## src/rtl/issue_scheduler.sv

```systemverilog
// Dual-issue scheduler for an in-order RV32 pair (InstrA older, InstrB younger).
// Load-use scoreboard, flush handling, fetch PC/increment control, perf counters.
module issue_scheduler #(
    parameter int DATA_WIDTH = 32,
    parameter int LOAD_LAT   = 2,
    parameter int CNT_WIDTH  = 16
) (
    input  logic                  clk,
    input  logic                  rst,
    input  logic [DATA_WIDTH-1:0] InstrA,
    input  logic [DATA_WIDTH-1:0] InstrB,
    input  logic                  exec_ready,
    input  logic                  flush,
    output logic                  PCSrc,
    output logic                  IncrSrc,
    output logic                  issue_a,
    output logic                  issue_b,
    output logic [CNT_WIDTH-1:0]  stall_cnt,
    output logic [CNT_WIDTH-1:0]  dual_cnt
);

    localparam int SBW = $clog2(LOAD_LAT + 1);

    localparam logic [1:0] S_IDLE  = 2'd0;
    localparam logic [1:0] S_RUN   = 2'd1;
    localparam logic [1:0] S_FLUSH = 2'd2;

    localparam logic [6:0] OP_LUI    = 7'b0110111;
    localparam logic [6:0] OP_AUIPC  = 7'b0010111;
    localparam logic [6:0] OP_JAL    = 7'b1101111;
    localparam logic [6:0] OP_JALR   = 7'b1100111;
    localparam logic [6:0] OP_BRANCH = 7'b1100011;
    localparam logic [6:0] OP_LOAD   = 7'b0000011;
    localparam logic [6:0] OP_STORE  = 7'b0100011;
    localparam logic [6:0] OP_R      = 7'b0110011;

    function automatic logic uses_rs1(input logic [6:0] op);
        return !(op == OP_LUI || op == OP_AUIPC || op == OP_JAL);
    endfunction

    function automatic logic uses_rs2(input logic [6:0] op);
        return op == OP_R || op == OP_STORE || op == OP_BRANCH;
    endfunction

    function automatic logic writes_rd(input logic [6:0] op);
        return !(op == OP_STORE || op == OP_BRANCH);
    endfunction

    function automatic logic is_ctl(input logic [6:0] op);
        return op == OP_BRANCH || op == OP_JAL || op == OP_JALR;
    endfunction

    logic [1:0]           state_q, state_d;
    logic [SBW-1:0]       sb_q [32];
    logic [SBW-1:0]       sb_d [32];
    logic [CNT_WIDTH-1:0] stall_cnt_q, stall_cnt_d;
    logic [CNT_WIDTH-1:0] dual_cnt_q, dual_cnt_d;

    logic [6:0] op_a, op_b;
    logic [4:0] rd_a, rs1_a, rs2_a;
    logic [4:0] rd_b, rs1_b, rs2_b;
    logic       busy_a, busy_b, raw, waw, mem2, ctl;
    logic       pair_conflict, ld_a, ld_b;
    logic       unused_bits;

    assign op_a  = InstrA[6:0];
    assign rd_a  = InstrA[11:7];
    assign rs1_a = InstrA[19:15];
    assign rs2_a = InstrA[24:20];
    assign op_b  = InstrB[6:0];
    assign rd_b  = InstrB[11:7];
    assign rs1_b = InstrB[19:15];
    assign rs2_b = InstrB[24:20];

    assign unused_bits = ^{InstrA[DATA_WIDTH-1:25], InstrA[14:12],
                           InstrB[DATA_WIDTH-1:25], InstrB[14:12]};

    // Hazard detection: busy sources and same-cycle pair conflicts
    always_comb begin
        busy_a = (uses_rs1(op_a) && rs1_a != 5'd0 && sb_q[rs1_a] != '0)
              || (uses_rs2(op_a) && rs2_a != 5'd0 && sb_q[rs2_a] != '0);
        busy_b = (uses_rs1(op_b) && rs1_b != 5'd0 && sb_q[rs1_b] != '0)
              || (uses_rs2(op_b) && rs2_b != 5'd0 && sb_q[rs2_b] != '0);
        raw  = writes_rd(op_a) && rd_a != 5'd0
            && ((uses_rs1(op_b) && rs1_b == rd_a)
             || (uses_rs2(op_b) && rs2_b == rd_a));
        waw  = writes_rd(op_a) && writes_rd(op_b)
            && rd_a != 5'd0 && rd_a == rd_b;
        mem2 = (op_a == OP_LOAD || op_a == OP_STORE)
            && (op_b == OP_LOAD || op_b == OP_STORE);
        ctl  = is_ctl(op_a) || is_ctl(op_b);
        pair_conflict = raw || waw || mem2 || ctl;
    end

    // Issue decisions and fetch control; flush overrides everything
    always_comb begin
        issue_a = (state_q == S_RUN) && !flush && exec_ready && !busy_a;
        issue_b = issue_a && !busy_b && !pair_conflict;
        IncrSrc = issue_b;
        if (state_q == S_FLUSH || (state_q == S_RUN && flush)) begin
            PCSrc = 1'b0;
        end else begin
            PCSrc = !issue_a;
        end
        ld_a = issue_a && op_a == OP_LOAD && rd_a != 5'd0;
        ld_b = issue_b && op_b == OP_LOAD && rd_b != 5'd0;
    end

    // Control FSM next state
    always_comb begin
        state_d = state_q;
        unique case (state_q)
            S_IDLE:  state_d = S_RUN;
            S_RUN:   if (flush) state_d = S_FLUSH;
            S_FLUSH: state_d = flush ? S_FLUSH : S_RUN;
            default: state_d = S_IDLE;
        endcase
    end

    // Scoreboard: issued loads arm their rd, all others count down
    always_comb begin
        for (int r = 0; r < 32; r++) begin
            sb_d[r] = sb_q[r];
            if (r == 0) begin
                sb_d[r] = '0;
            end else if (ld_b && rd_b == 5'(r)) begin
                sb_d[r] = SBW'(LOAD_LAT);
            end else if (ld_a && rd_a == 5'(r)) begin
                sb_d[r] = SBW'(LOAD_LAT);
            end else if (sb_q[r] != '0) begin
                sb_d[r] = sb_q[r] - SBW'(1);
            end
        end
    end

    // Saturating performance counters
    always_comb begin
        stall_cnt_d = stall_cnt_q;
        dual_cnt_d  = dual_cnt_q;
        if (state_q == S_RUN && !issue_a && stall_cnt_q != '1) begin
            stall_cnt_d = stall_cnt_q + CNT_WIDTH'(1);
        end
        if (issue_a && issue_b && dual_cnt_q != '1) begin
            dual_cnt_d = dual_cnt_q + CNT_WIDTH'(1);
        end
    end

    // State registers with synchronous reset
    always_ff @(posedge clk) begin
        if (rst) begin
            state_q     <= S_IDLE;
            stall_cnt_q <= '0;
            dual_cnt_q  <= '0;
            for (int r = 0; r < 32; r++) begin
                sb_q[r] <= '0;
            end
        end else begin
            state_q     <= state_d;
            stall_cnt_q <= stall_cnt_d;
            dual_cnt_q  <= dual_cnt_d;
            sb_q        <= sb_d;
        end
    end

    assign stall_cnt = stall_cnt_q;
    assign dual_cnt  = dual_cnt_q;

endmodule

```

## config.mk

```make
export PLATFORM = sky130hd
export DESIGN_NAME = issue_scheduler
export DESIGN_NICKNAME = d
export VERILOG_FILES = /design/src/rtl/issue_scheduler.sv
export SDC_FILE = /design/constraint.sdc
export NUM_CORES = 1
export LEC_CHECK = 0
export CAP_MARGIN = 20
export CORE_AREA = 4 4 146 92
export CTS_BUF_LIST = sky130_fd_sc_hd__clkbuf_4 sky130_fd_sc_hd__clkbuf_8 sky130_fd_sc_hd__clkbuf_16
export CTS_CLUSTER_DIAMETER = 80
export DETAILED_ROUTE_END_ITERATION = 10
export DIE_AREA = 0 0 150 96
export PLACE_DENSITY = 0.91
export SYNTH_ARGS = -nofsm -noshare
export SYNTH_HDL_FRONTEND = slang
export SYNTH_SLANG_ARGS = --single-unit
```

## constraint.sdc

```tcl
create_clock -name clk -period 3.7 [get_ports clk]
set_clock_uncertainty 0.15 [all_clocks]
set_input_delay 0.74 -clock clk [delete_from_list [all_inputs] [get_ports clk]]
set_output_delay 0.74 -clock clk [all_outputs]
set_load 0.05 [all_outputs]
```

==> impl_metrics.csv <==
group,metric,value,unit
placed_design,place_ws,-0.2759,ns
logic_synthesis,ys_seq_area_share,29.69,%
run,maxCapViolations,0,
setup_path,path_max_fanout,16,
clock_network,numCtsBuffers,9,
setup_path,cp.required,2.81,ns
timing,report.final.hold_viol_count,0,
logic_synthesis,syn_avg_cell_area,8.300,µm²
layout,stdcell_area,8864,µm²
timing,slew_headroom,34.38,%
global_routing,grt_max_degree,85,
floorplan,fp.dieH,96,µm
logic_synthesis,synth_cells,780,
drt,dr.pass1.iters,11,
setup_path,critPathArrivalTime,2.98,ns
placed_design,io_buffers,83,
floorplan,dieArea,14400,µm²
clock_network,clk_latency,0.36,ns
power_and_ir_drop,power.density,287.5,nW/µm²
drt,num_vias,7961,
drt,route.detailed.drc,0,
layout,nets,1008,
placed_design,gp_congestion,1.060,
clock_network,cts_root_buffer,"clkbuf_16",
logic_synthesis,ys_ff_latch,96,
global_routing,grt_pass1_wl,39810,µm
drt,via_per_inst,7.172,
timing,period_share,104.5,%
clock_network,clk_pin_slew,0.07,ns
timing,setup_viol,3,
drt,postRouteAntennaNets,0,
timing,setup_slack,-0.1654,ns
clock_network,cts_buffer_depth,2,
floorplan,chipWidth,150,µm
clock_network,cts_sinks,96,
global_routing,first_global_vias,7283,
layout,layout-drive-gt1-share,23.22,%
logic_synthesis,synthArstFlopShare,0,%
logic_synthesis,syn_area,6474,µm²
drt,drtIter0Drc,1521,
floorplan,io-pin-count,104,
drt,wl,27480,µm
status,outcome,"finished with violations",
timing,fin_crit,3.865,ns
timing,worstMarginPinSlew,0.9832,ns
setup_path,critPathKind,"in -> out",
global_routing,grt-ovfl-total,0,
power_and_ir_drop,p_leak,3.266,nW
global_routing,globalRouteTotalUtil,35.83,%
hold_path,holdCritPathClass,"reg -> reg",
timing,slew_viol_final,0,
power_and_ir_drop,ir_drop,0.0002661,V
global_routing,antenna_found_initial,1,
drt,wl_per_cell,24.75,µm
placed_design,hpwl,18080,µm
logic_synthesis,synthFlopType,"dfxtp_1",
logic_synthesis,synth_edf_count,0,
clock_network,htreeDepth,3,
logic_synthesis,synth_nets,850,
status,violations,"negative setup slack",
clock_network,cts_tree,"yes",
logic_synthesis,yosysWarnings,0,
layout,syn_to_final_growth,36.92,%
setup_path,worstSetupStartpointType,"primary input",
floorplan,fp-row-count,31,
timing,fmax,258.7,MHz
placed_design,dpl-instance-area,8172,µm²
floorplan,start_util,54.19,%
setup_path,endpoint_kind,"primary output",
logic_synthesis,yosysUniqueCellTypes,80,
floorplan,coreArea,11950,µm²
## registers in the layout, indices dropped and copies added (netlist names)
name / cells
stall_cnt: 16
state_q: 2
dual_cnt: 16
sb_q: 62
## what timing repair did
item | CTS | global route
cloned | 0 | 2
hold buffers | 0 | 0
endpoints found under the setup margin | 4 | 4
setup buffers | 6 | 6
gates resized for setup | 48 | 37
pin swaps | 17 | 19
endpoints found under the hold margin | 0 | 0
## cell usage in the layout, fill, tap and decap left out, types with 21 or more instances in the layout
cell and instances:
o21ai_0 24, nand3_1 22, clkdlybuf4s50_1 52, a21oi_1 45
nor3_1 35, nor2_1 71, inv_1 30, buf_4 101
a32oi_1 29, nand2_1 32, o31ai_1 39, nor3b_1 21
dfxtp_1 96
## cell type report
type / count / area, µm²
antenna: 2 / 5.005
fill: 842 / 3083
timing repair buffer: 202 / 1914
clock inverter: 6 / 76.32
sequential: 96 / 1922
clock buffer: 10 / 232.7
tap: 165 / 206.4
inverter: 33 / 131.4
multi-input combinational: 596 / 4375
## path summary, 6_finish.rpt
kind,start,to,slack [ns],depth (start not counted)
worst max-delay path,InstrB[15],IncrSrc,-0.17,10
worst min-delay path,dual_cnt[10],dual_cnt[10],0.34,2
worst max register to register,sb_q[41],dual_cnt[14],0.23,11
worst min register to register,dual_cnt[10],dual_cnt[10],0.34,2
## worst max-delay path, stage by stage
cell,delay [ns]
clkdlybuf4s50_1,0.47
buf_12,0.18
nor3_1,0.26
a21oi_1,0.10
a31oi_1,0.27
o21ai_0,0.18
o221ai_2,0.31
nand3_4,0.13
nor2_4,0.17
buf_8,0.16
## where the power goes
part	leakage (nW)	internal (mW)	switching (mW)
Clock	0.147	0.544	0.457
Sequential	0.774	1.04	0.00720
Combinational	2.35	0.216	0.287
Total	3.27	1.80	0.750
## layer usage
layer | global-route usage [%] | up-vias | part of all wire (%)
met5 | 0 | - | 0.25
met4 | 14.69 | 4 | 5.4
met3 | 16.94 | 205 | 19
met2 | 49.94 | 748 | 39
met1 | 47.52 | 3659 | 37
li1 | - | 3345 | -
## metrics by stage
stage	power, mW	cells	util, %	setup TNS (ns)	hold slack, ns
CTS	2.489	1100	72.56	0	0.3403
detailed placement	1.510	1078	68.40	-5.851	0.3307
global route	2.599	1109	74.17	-0.2884	0.3634
finish	2.548	1110	74.19	-0.3868	0.3439
floorplan	1.296	780	-	-0.009398	0.3128
global placement	1.500	1078	68.40	-2.977	0.3246
## cells in the mapped netlist, drive strengths merged, types with 14 or more instances
master	count	area [µm²]
clkbuf	23	87.58
o21ai	26	130.1
nand3	25	130.1
nor3	46	274.0
buf	32	180.2
dfxtp	96	1922
nand3b	19	142.6
nand4	14	93.84
nand2	33	126.4
nor3b	21	157.7
o31ai	39	292.8
a21oi	47	239.0
mux4	14	315.3
nor2	73	274.0
inv	33	123.9
a32oi	29	254.0
## cells by family (layout without fill, tap and decap cells)
logic type / after synthesis / count (layout) / share of synthesized area, %
xor gates and xnor gates: 18 / 18 / 2.435
adders and majority gates: 2 / 2 / 0.3865
and+or+nand+nor: 316 / 316 / 28.08
AOI/OAI and AO/OA: 232 / 232 / 26.15
buffers and inverters: 88 / 251 / 6.050
DFF: 96 / 96 / 29.69
muxes: 28 / 28 / 7.209
other: 0 / 2 / 0
Note: power is estimated with default switching activity, not from simulation.
